--- src/rtl/mcu_sequencer.sv ---
// mcu_sequencer
// Control side of the MCU mux array. It walks a column-major frame through
// LOAD -> PROC -> OUT. On each pass the ring of N+2 column memories rotates
// by N columns.
//
// Ports
//   i_CLK, i_rst_n         clock (rising edge) and asynchronous active-low reset
//   i_start                frame start pulse, sampled only in IDLE
//   i_valid / o_ready      host pixel handshake during LOAD
//   o_valid / i_ready      result handshake during OUT
//   o_state                mux state: 00 LOAD, 01 PROC, 10 OUT, 11 IDLE
//   o_substate             ring position index k
//   o_memSelect            memory addressed during LOAD and OUT
//   o_rd_en, o_rd_addr     shared read strobe and address
//   o_wr_en, o_wr_addr     per-memory write enables and shared write address
//   o_busy, o_done         high outside IDLE; one-cycle pulse at frame end
//
// Build option: define MCU_SEQ_AUTOSTART_EN to leave IDLE automatically.
// Without it, every frame needs an i_start pulse.
module mcu_sequencer #(
   parameter int N        = 2,
   parameter int IMG_ROWS = 64,
   parameter int IMG_COLS = 66,
   parameter int ADDR_W   = 6,
   parameter int PIPE_LAT = 3,
   localparam int SUB_W   = ($clog2((N + 2) / 2) > 0) ? $clog2((N + 2) / 2) : 1,
   localparam int SEL_W   = $clog2(N + 1)
) (
   input  logic               i_CLK,
   input  logic               i_rst_n,
   input  logic               i_start,
   input  logic               i_valid,
   output logic               o_ready,
   output logic               o_valid,
   input  logic               i_ready,
   output logic [1:0]         o_state,
   output logic [SUB_W-1:0]   o_substate,
   output logic [SEL_W-1:0]   o_memSelect,
   output logic               o_rd_en,
   output logic [ADDR_W-1:0]  o_rd_addr,
   output logic [N+1:0]       o_wr_en,
   output logic [ADDR_W-1:0]  o_wr_addr,
   output logic               o_busy,
   output logic               o_done
);

   localparam int CYC_W  = $clog2(IMG_ROWS + PIPE_LAT + 1);
   localparam int BEAT_W = $clog2(N * IMG_ROWS + 1);
   localparam int PCOL_W = $clog2(IMG_COLS + 1);

   localparam logic [SEL_W:0]    MEMS_W         = (SEL_W + 1)'(N + 2);
   localparam logic [ADDR_W-1:0] ROW_LAST       = ADDR_W'(IMG_ROWS - 1);
   localparam logic [SEL_W-1:0]  COL_LAST_FIRST = SEL_W'(N + 1);
   localparam logic [SEL_W-1:0]  COL_LAST       = SEL_W'(N - 1);
   localparam logic [SEL_W-1:0]  COL_COUNT      = SEL_W'(N);
   localparam logic [CYC_W-1:0]  CYC_RD_END     = CYC_W'(IMG_ROWS);
   localparam logic [CYC_W-1:0]  CYC_WR_START   = CYC_W'(PIPE_LAT);
   localparam logic [CYC_W-1:0]  CYC_WR_END     = CYC_W'(PIPE_LAT + IMG_ROWS);
   localparam logic [CYC_W-1:0]  CYC_LAST       = CYC_W'(IMG_ROWS + PIPE_LAT - 1);
   localparam logic [BEAT_W-1:0] BEAT_LAST      = BEAT_W'(N * IMG_ROWS - 1);
   localparam logic [PCOL_W-1:0] PCOL_TOTAL     = PCOL_W'(IMG_COLS - 2);
   localparam logic [SUB_W-1:0]  SUB_LAST       = SUB_W'((N + 2) / 2 - 1);

   typedef enum logic [1:0] {
      ST_LOAD = 2'b00,
      ST_PROC = 2'b01,
      ST_OUT  = 2'b10,
      ST_IDLE = 2'b11
   } state_t;

   state_t              state_q, state_d;
   logic                first_q, first_d;
   logic [ADDR_W-1:0]   row_q, row_d;
   logic [SEL_W-1:0]    col_q, col_d;
   logic [CYC_W-1:0]    cyc_q, cyc_d;
   logic [ADDR_W-1:0]   issueRow_q, issueRow_d;
   logic [SEL_W-1:0]    issueCol_q, issueCol_d;
   logic [BEAT_W-1:0]   accept_q, accept_d;
   logic                valid_q, valid_d;
   logic [SEL_W-1:0]    outSel_q, outSel_d;
   logic [SEL_W-1:0]    procBase_q, procBase_d;
   logic [SEL_W-1:0]    loadBase_q, loadBase_d;
   logic [SUB_W-1:0]    sub_q, sub_d;
   logic [PCOL_W-1:0]   processed_q, processed_d;
   logic                done_q, done_d;

   logic                startReq;
   logic                issueNow;
   logic [SEL_W-1:0]    loadSel;
   logic [N+1:0]        procMask;

   // Ring arithmetic: memory index (base + offset) mod (N+2).
   function automatic logic [SEL_W-1:0] wrapSel(input logic [SEL_W-1:0] base,
                                                input logic [SEL_W-1:0] offset);
      logic [SEL_W:0] sum;
      sum = {1'b0, base} + {1'b0, offset};
      if (sum >= MEMS_W) begin
         sum = sum - MEMS_W;
      end
      return sum[SEL_W-1:0];
   endfunction

`ifdef MCU_SEQ_AUTOSTART_EN
   assign startReq = 1'b1;
`else
   assign startReq = i_start;
`endif

   // procBase_q is the ring base (k*N) mod (N+2) for the current PROC/OUT pass.
   // loadBase_q is the base of the columns that were just emitted. Later
   // LOAD phases refill exactly those columns.
   assign loadSel = first_q ? col_q : wrapSel(loadBase_q, col_q);

   // PROC writes conv results into the N memories of the current ring position.
   always_comb begin
      procMask = '0;
      for (int m = 0; m < N; m++) begin
         procMask[wrapSel(procBase_q, SEL_W'(m))] = 1'b1;
      end
   end

   assign o_state    = state_q;
   assign o_substate = sub_q;
   assign o_busy     = (state_q != ST_IDLE);
   assign o_done     = done_q;

   // Next-state and output decode. In OUT, a new read is issued whenever the
   // output register is empty or is being drained this cycle. The beat's
   // memory select is registered together with o_valid. This keeps it stable
   // under backpressure.
   always_comb begin
      state_d     = state_q;
      first_d     = first_q;
      row_d       = row_q;
      col_d       = col_q;
      cyc_d       = cyc_q;
      issueRow_d  = issueRow_q;
      issueCol_d  = issueCol_q;
      accept_d    = accept_q;
      valid_d     = valid_q;
      outSel_d    = outSel_q;
      procBase_d  = procBase_q;
      loadBase_d  = loadBase_q;
      sub_d       = sub_q;
      processed_d = processed_q;
      done_d      = 1'b0;
      issueNow    = 1'b0;
      o_ready     = 1'b0;
      o_valid     = 1'b0;
      o_memSelect = '0;
      o_rd_en     = 1'b0;
      o_rd_addr   = '0;
      o_wr_en     = '0;
      o_wr_addr   = '0;

      case (state_q)
         ST_IDLE: begin
            if (startReq) begin
               state_d     = ST_LOAD;
               first_d     = 1'b1;
               row_d       = '0;
               col_d       = '0;
               cyc_d       = '0;
               issueRow_d  = '0;
               issueCol_d  = '0;
               accept_d    = '0;
               valid_d     = 1'b0;
               outSel_d    = '0;
               procBase_d  = '0;
               loadBase_d  = '0;
               sub_d       = '0;
               processed_d = '0;
            end
         end

         ST_LOAD: begin
            o_ready     = 1'b1;
            o_memSelect = loadSel;
            if (i_valid) begin
               o_wr_en[loadSel] = 1'b1;
               o_wr_addr        = row_q;
               if (row_q == ROW_LAST) begin
                  row_d = '0;
                  if (col_q == (first_q ? COL_LAST_FIRST : COL_LAST)) begin
                     col_d   = '0;
                     cyc_d   = '0;
                     state_d = ST_PROC;
                  end else begin
                     col_d = col_q + 1'b1;
                  end
               end else begin
                  row_d = row_q + 1'b1;
               end
            end
         end

         ST_PROC: begin
            if (cyc_q < CYC_RD_END) begin
               o_rd_en   = 1'b1;
               o_rd_addr = ADDR_W'(cyc_q);
            end
            if ((cyc_q >= CYC_WR_START) && (cyc_q < CYC_WR_END)) begin
               o_wr_en   = procMask;
               o_wr_addr = ADDR_W'(cyc_q - CYC_WR_START);
            end
            if (cyc_q == CYC_LAST) begin
               state_d     = ST_OUT;
               processed_d = processed_q + PCOL_W'(N);
               issueRow_d  = '0;
               issueCol_d  = '0;
               accept_d    = '0;
               valid_d     = 1'b0;
            end else begin
               cyc_d = cyc_q + 1'b1;
            end
         end

         ST_OUT: begin
            o_valid     = valid_q;
            o_memSelect = outSel_q;
            issueNow    = (issueCol_q != COL_COUNT) && (!valid_q || i_ready);
            o_rd_en     = issueNow;
            if (issueNow) begin
               o_rd_addr = issueRow_q;
               valid_d   = 1'b1;
               outSel_d  = wrapSel(procBase_q, issueCol_q);
               if (issueRow_q == ROW_LAST) begin
                  issueRow_d = '0;
                  issueCol_d = issueCol_q + 1'b1;
               end else begin
                  issueRow_d = issueRow_q + 1'b1;
               end
            end else if (i_ready) begin
               valid_d = 1'b0;
            end
            if (valid_q && i_ready) begin
               if (accept_q == BEAT_LAST) begin
                  valid_d = 1'b0;
                  if (processed_q < PCOL_TOTAL) begin
                     state_d    = ST_LOAD;
                     first_d    = 1'b0;
                     row_d      = '0;
                     col_d      = '0;
                     loadBase_d = procBase_q;
                     procBase_d = wrapSel(procBase_q, COL_COUNT);
                     sub_d      = (sub_q == SUB_LAST) ? '0 : sub_q + 1'b1;
                  end else begin
                     state_d = ST_IDLE;
                     done_d  = 1'b1;
                  end
               end else begin
                  accept_d = accept_q + 1'b1;
               end
            end
         end

         default: begin
            state_d = ST_IDLE;
         end
      endcase
   end

   // State register. Reset returns to IDLE at once. The column memories live
   // outside this block, so their contents survive the reset.
   always_ff @(posedge i_CLK or negedge i_rst_n) begin
      if (!i_rst_n) begin
         state_q     <= ST_IDLE;
         first_q     <= 1'b0;
         row_q       <= '0;
         col_q       <= '0;
         cyc_q       <= '0;
         issueRow_q  <= '0;
         issueCol_q  <= '0;
         accept_q    <= '0;
         valid_q     <= 1'b0;
         outSel_q    <= '0;
         procBase_q  <= '0;
         loadBase_q  <= '0;
         sub_q       <= '0;
         processed_q <= '0;
         done_q      <= 1'b0;
      end else begin
         state_q     <= state_d;
         first_q     <= first_d;
         row_q       <= row_d;
         col_q       <= col_d;
         cyc_q       <= cyc_d;
         issueRow_q  <= issueRow_d;
         issueCol_q  <= issueCol_d;
         accept_q    <= accept_d;
         valid_q     <= valid_d;
         outSel_q    <= outSel_d;
         procBase_q  <= procBase_d;
         loadBase_q  <= loadBase_d;
         sub_q       <= sub_d;
         processed_q <= processed_d;
         done_q      <= done_d;
      end
   end

endmodule
--- config.mk ---
export PLATFORM = sky130hd
export DESIGN_NAME = mcu_sequencer
export DESIGN_NICKNAME = d
export VERILOG_FILES = /design/src/rtl/mcu_sequencer.sv
export SDC_FILE = /design/constraint.sdc
export NUM_CORES = 1
export LEC_CHECK = 0
export CAP_MARGIN = 20
export CORE_ASPECT_RATIO = 1.25
export CORE_UTILIZATION = 55
export CTS_CLUSTER_DIAMETER = 80
export DETAILED_ROUTE_END_ITERATION = 8
export DONT_BUFFER_PORTS = 1
export GPL_TIMING_DRIVEN = 0
export HOLD_SLACK_MARGIN = 0.02
export PLACE_DENSITY = 0.7
export REMOVE_ABC_BUFFERS = 1
export SETUP_SLACK_MARGIN = 0.5
export SLEW_MARGIN = 20
export SYNTH_ARGS = -nofsm -noshare
export SYNTH_HDL_FRONTEND = slang
export SYNTH_SLANG_ARGS = --single-unit
--- constraint.sdc ---
create_clock -name i_CLK -period 4.4 [get_ports i_CLK]
set_input_delay 0.88 -clock i_CLK [delete_from_list [all_inputs] [get_ports i_CLK]]
set_output_delay 0.88 -clock i_CLK [all_outputs]
set_load 0.01 [all_outputs]
## After elaboration in Yosys (flattened, before gate mapping)

Cells that the tools add are included.

- Memories kept: 0
- Flip-flop bits (word level): 50
- Memory bits (writable): 0
- Logic and storage cells: 198
- Bits in latches: 0
- Bits in read-only memories: 0

- Muxes and demuxes: 102
- Bitwise operators: 1
- Div/mod/pow operators: 0
- $mul: 0
- Eq/ne operators: 22
- $add $sub $neg: 18
- $lt $le $gt $ge: 15
- Reductions and logical operators: 25
- Shift operators: 0

Operator list:

| operator | count |
|---|---|
| 6-bit 2-to-1 mux | 13 |
| 2-bit 2-to-1 mux | 31 |
| 7-bit 2-to-1 mux | 6 |
| 6-bit case mux with 3 select lines | 2 |
| 8-bit 2-to-1 mux | 4 |
| 2-bit != test, second input constant | 14 |
| 1-bit 2-to-1 mux | 24 |
| 6-bit case mux with 2 select lines | 2 |
| 8-bit case mux with 3 select lines | 1 |
| 7-bit less-than comparator, second input constant | 3 |
| 7-bit case mux with 3 select lines | 1 |
| 2-bit case mux with 2 select lines | 4 |
| 5-bit AND reduction | 3 |
| 7-bit case mux with 2 select lines | 1 |
| 7-bit AND reduction | 2 |
| 6-bit by 1-bit adder with 6-bit output, second input constant | 2 |
| 6-bit equality test, second input constant | 2 |
| 3-bit greater-or-equal comparator, second input constant | 4 |
| 2-bit case mux with 3 select lines | 2 |
| 6-bit AND reduction | 2 |
| 2-bit by 1-bit subtractor with 2-bit output, second input constant | 5 |
| 2-bit by 3-bit less-than comparator with 1-bit output, second input constant | 3 |
| 3-bit AND reduction | 3 |
| 3-bit nonzero test | 3 |
| other kinds (30) | 46 |

## Depth between registers and ports, before layout

- Word-level depth: 10
- Gate-level depth with buffers: 9

## Least setup slack after synthesis

No wires, ideal clock.

- Kind: reg-to-output
- Start: register state_q[1], in the netlist o_state[1]
- End: output port o_rd_addr[0]
- Cell stages (with the launch flop): 7
- Path buffers: 1
- Path slack: 1513 ps
- Data arrival time: 2007 ps
- Cell sequence: dfstp_2 -> ha_1 -> buf_2 -> clkinv_1 -> nor3_1 -> a22oi_1 -> nor2b_1

- Word-level cells in the longest chain between the ends: 2

Ends and longest elaborated chain:

| element | RTL line | text |
|---|---|---|
| start, declared | 71 | `state_t state_q, state_d;` |
| start signal, assigned | 283 | `state_q <= state_d;` |
| 2-bit equality test / 2-bit by 1-bit equality test with 1-bit output (equally long branches) | 156 | `case (state_q)` |
| 6-bit case mux with 2 select lines (*) | 156 |  |
| end, declared | 40 | `output logic [ADDR_W-1:0] o_rd_addr,` |

Every way passes the cells marked *; elsewhere a longest branch is shown, timed or not.

## Worst setup path after layout

- Start: register state_q[0], in the netlist o_state[0]
- End: output port o_rd_addr[1]

The elaborated chain is that of the path after synthesis.

==> impl_results.md <==
- Drt total wl: 6996 µm
- Power Density: 555.7 mW/mm²
- Total number of vias: 2634
- Worst Path Arrival: 2.67 ns
- Leakage power: 1.287 nW
- Worst Path Required: 3.52 ns
- # Max-Cap Violations: 0
- Total track usage: 25.38%
- Worst-margin pin slew: 0.7984 ns
- Diodes inserted: 0
- Slew Viols, Final: 0
- Final setup violation count: 0
- Placed insts: 404
- Outcome: finished clean
- Post-route DRC violation count: 0
- Initial Util: 56.94%
- Chip Width: 68.91 µm
- Post-Syn Instances: 357
- WS Path Type: flip-flop to output pin
- RD Place Congestion: 0.7807
- Worst Setup Start Kind: flip-flop
- Post-synthesis register bit count: 47
- Rows: 30
- First-pass GRT wire length: 11350 µm
- Wire per inst: 16.98 µm
- Peak VDD IR: 0.2432 mV
- Finished layout cell area: 0.003198 mm²
- Vias per cell: 6.393
- IO Port Bufs: 0
- Number of clock sinks: 47
- Achievable clock frequency: 281.6 MHz
- Sequential share of the synthesized area: 38.29%
- R2R depth: 6
- Number of flops mapped to enable cells by yosys: 0
- Final Util: 59.17%
- Clk Latency, worst-skew pair: 0.30 ns
- Core Area: 0.005405 mm²
- Max stage delay on crit path: 0.63 ns
- Critical Path, Cell by Cell: ha_1, clkinv_1, nor2_2, a22oi_1, nor2b_1
- Initial antenna violation count: 0
- Unique masters post-synth: 55
- Num CTS Buffers: 5
- Grt met2 use: 40.51%
- Hpwl dp: 4920 µm
- RSZ-0062 raised after global routing: false
- Setup TNS: 0 ns
- Clock-pin slew on the worst setup and hold paths: 0.09 ns
- CTS tree: built
- Vias in the first global route: 2383
- Hold crit path type: primary input to asynchronous set/reset pin
- First-pass iteration count of the detailed router: 5
- Commonest non-fill, non-tap cell in the layout: nand2_1
- Largest net degree at the start of global routing: 48
- Met3 Usage GRT: 4.920%
- Fraction of layout cells with a size suffix above 1: 8.333%
- Minimum clock period: 3.551 ns
- Post-DP Area: 0.003087 mm²
- Root buffer cell: clkbuf_8
- Htree depth: 2
- P&R area growth vs syn: 3.903%
- Max FO, Critical Path: 14
- GRT overflow: 0
- Worst slew margin: 46.78%
- Crit end category: output pin
- Total Die Area: 0.005901 mm²
- DR iter-0 viols: 277
- Layout net count: 364
- Remaining antenna violation count: 0
- Die H: 85.64 µm
- Commonest cells after routing, fill and taps aside: 50 x nand2_1, 45 x dfrtp_1, 39 x o21ai_0
- Mapped cell area: 0.003078 mm²
- Clock Tree Buf Depth: 2
- Post-route insts no fill: 412
- Met1 Resource Use GR: 32.43%
- Slowest-stage cell, CP: dfstp_2
- Fin crit share: 80.70%
- Clock Skew: 0.005278 ns
- Async SR Flop Fraction: 100.0%
- Synth Warn #: 0
- # IOs: 31
- Final hold violation count: 0
- Avg Cell Area, Syn: 8.622 µm²
- Peak-usage layer in the global routing report: met2
- Hold buffers post-CTS: 0
- Most used flip-flop cell after synthesis: dfrtp_1
## stage by stage
step	setup slack [ns]	hold WS [ns]	total power, mW
2_1_floorplan	1.056	0.4494	1.286
3_3_place_gp	-0.02991	0.4744	1.487
3_5_place_dp	-0.02210	0.4887	1.506
4_1_cts	0.5328	0.2557	1.776
5_1_grt	0.6526	0.2450	1.924
6_report	0.8491	0.2669	1.777
## worst max-delay path, delay by kind of cell (launching register included)
family	cells	cell delay, ns
adders and majority gates	1	0.52
and+or+nand+nor	2	0.66
buffers and inverters	1	0.41
AOI/OAI and AO/OA	1	0.16
DFF	1	0.63
## synth_stat cells (2+ instances only)
cell / number / area [µm²]
nor3_1: 4 / 20.02
a22o_1: 6 / 52.55
nand3b_1: 4 / 30.03
nor4b_1: 2 / 17.52
a22oi_1: 7 / 52.55
nand3_1: 31 / 155.2
or3_1: 3 / 18.77
o311ai_0: 3 / 26.28
o221ai_1: 2 / 17.52
and2_1: 3 / 18.77
inv_1: 10 / 37.54
o41ai_1: 3 / 26.28
nor2b_1: 11 / 68.82
a32o_1: 2 / 20.02
clkbuf_1: 9 / 33.78
or4_1: 5 / 37.54
dfrtp_1: 45 / 1126
and3_1: 5 / 31.28
xor2_1: 2 / 17.52
o31ai_1: 10 / 75.07
a21o_1: 2 / 15.01
nand3_2: 2 / 20.02
dfstp_2: 2 / 52.55
a2bb2oi_1: 3 / 26.28
nand4_1: 4 / 25.02
nand2_1: 50 / 187.7
clkinv_1: 2 / 7.510
nor2_1: 19 / 71.32
mux2i_1: 4 / 40.04
nand4b_1: 2 / 17.52
xnor2_1: 5 / 43.79
ha_1: 12 / 150.1
a21oi_1: 6 / 30.03
mux2_2: 3 / 33.78
nand2b_1: 6 / 37.54
or2_2: 4 / 25.02
o21ai_0: 39 / 195.2
buf_1: 2 / 7.510
buf_2: 6 / 30.03
a221o_1: 2 / 20.02
## logic make-up (layout without fill, tap and decap cells)
family                     after synthesis  after routing  synth area share (%)
xor gates and xnor gates                 7              7                 1.992
and+or+nand+nor                        160            160                 27.36
muxes                                    7              7                 2.398
buffers and inverters                   29             20                 3.781
adders and majority gates               12             12                 4.878
DFF                                     47             47                 38.29
AOI/OAI and AO/OA                       95             95                 21.30
## routing by layer
metal / vias to the layer above / share of wire (%)
li1: 1286 / -
met1: 1283 / 45
met2: 53 / 48
met3: 12 / 3.6
met4: 0 / 3.5
met5: - / 0
## cell type report
type,count,area (µm²)
fill,525,2207
multi-input combinational,281,1809
sequential,47,1179
tap,64,80.08
clock buffer,7,76.32
inverter,12,48.80
clock inverter,1,5.005
## power breakdown
| part | internal (mW) | switching [mW] |
|---|---|---|
| clock network | 0.112 | 0.145 |
| logic | 0.303 | 0.544 |
| registers | 0.529 | 0.144 |
| total | 0.944 | 0.833 |
## path summary, 6_finish.rpt
kind                        startpoint      endpoint  slack [ns]
setup / recovery            o_state[0]  o_rd_addr[1]        0.85
hold reg to reg            outSel_q[0]   outSel_q[0]        0.50
hold / removal                 i_rst_n      row_q[4]        0.27
setup reg to reg            o_state[0]       valid_q        1.51
min in group i_CLK         outSel_q[0]   outSel_q[0]        0.50
max in group asynchronous      i_rst_n    o_state[0]        3.95
## flip-flops by register name (all words and copies together), names as in the netlist
register	count
accept_q	8
cyc_q	7
issueRow_q	6
processed_q	6
row_q	6
col_q	2
issueCol_q	2
o_state	2
outSel_q	2
first_q	1
loadBase_q	1
o_done	1
o_substate	1
procBase_q	1
valid_q	1
## what timing repair did
action                     4_1_cts  5_1_grt
setup endpoints to repair        7        6
buffers inserted                 0        0
gates resized for setup          3        3
(Power assumes the default switching activity.)
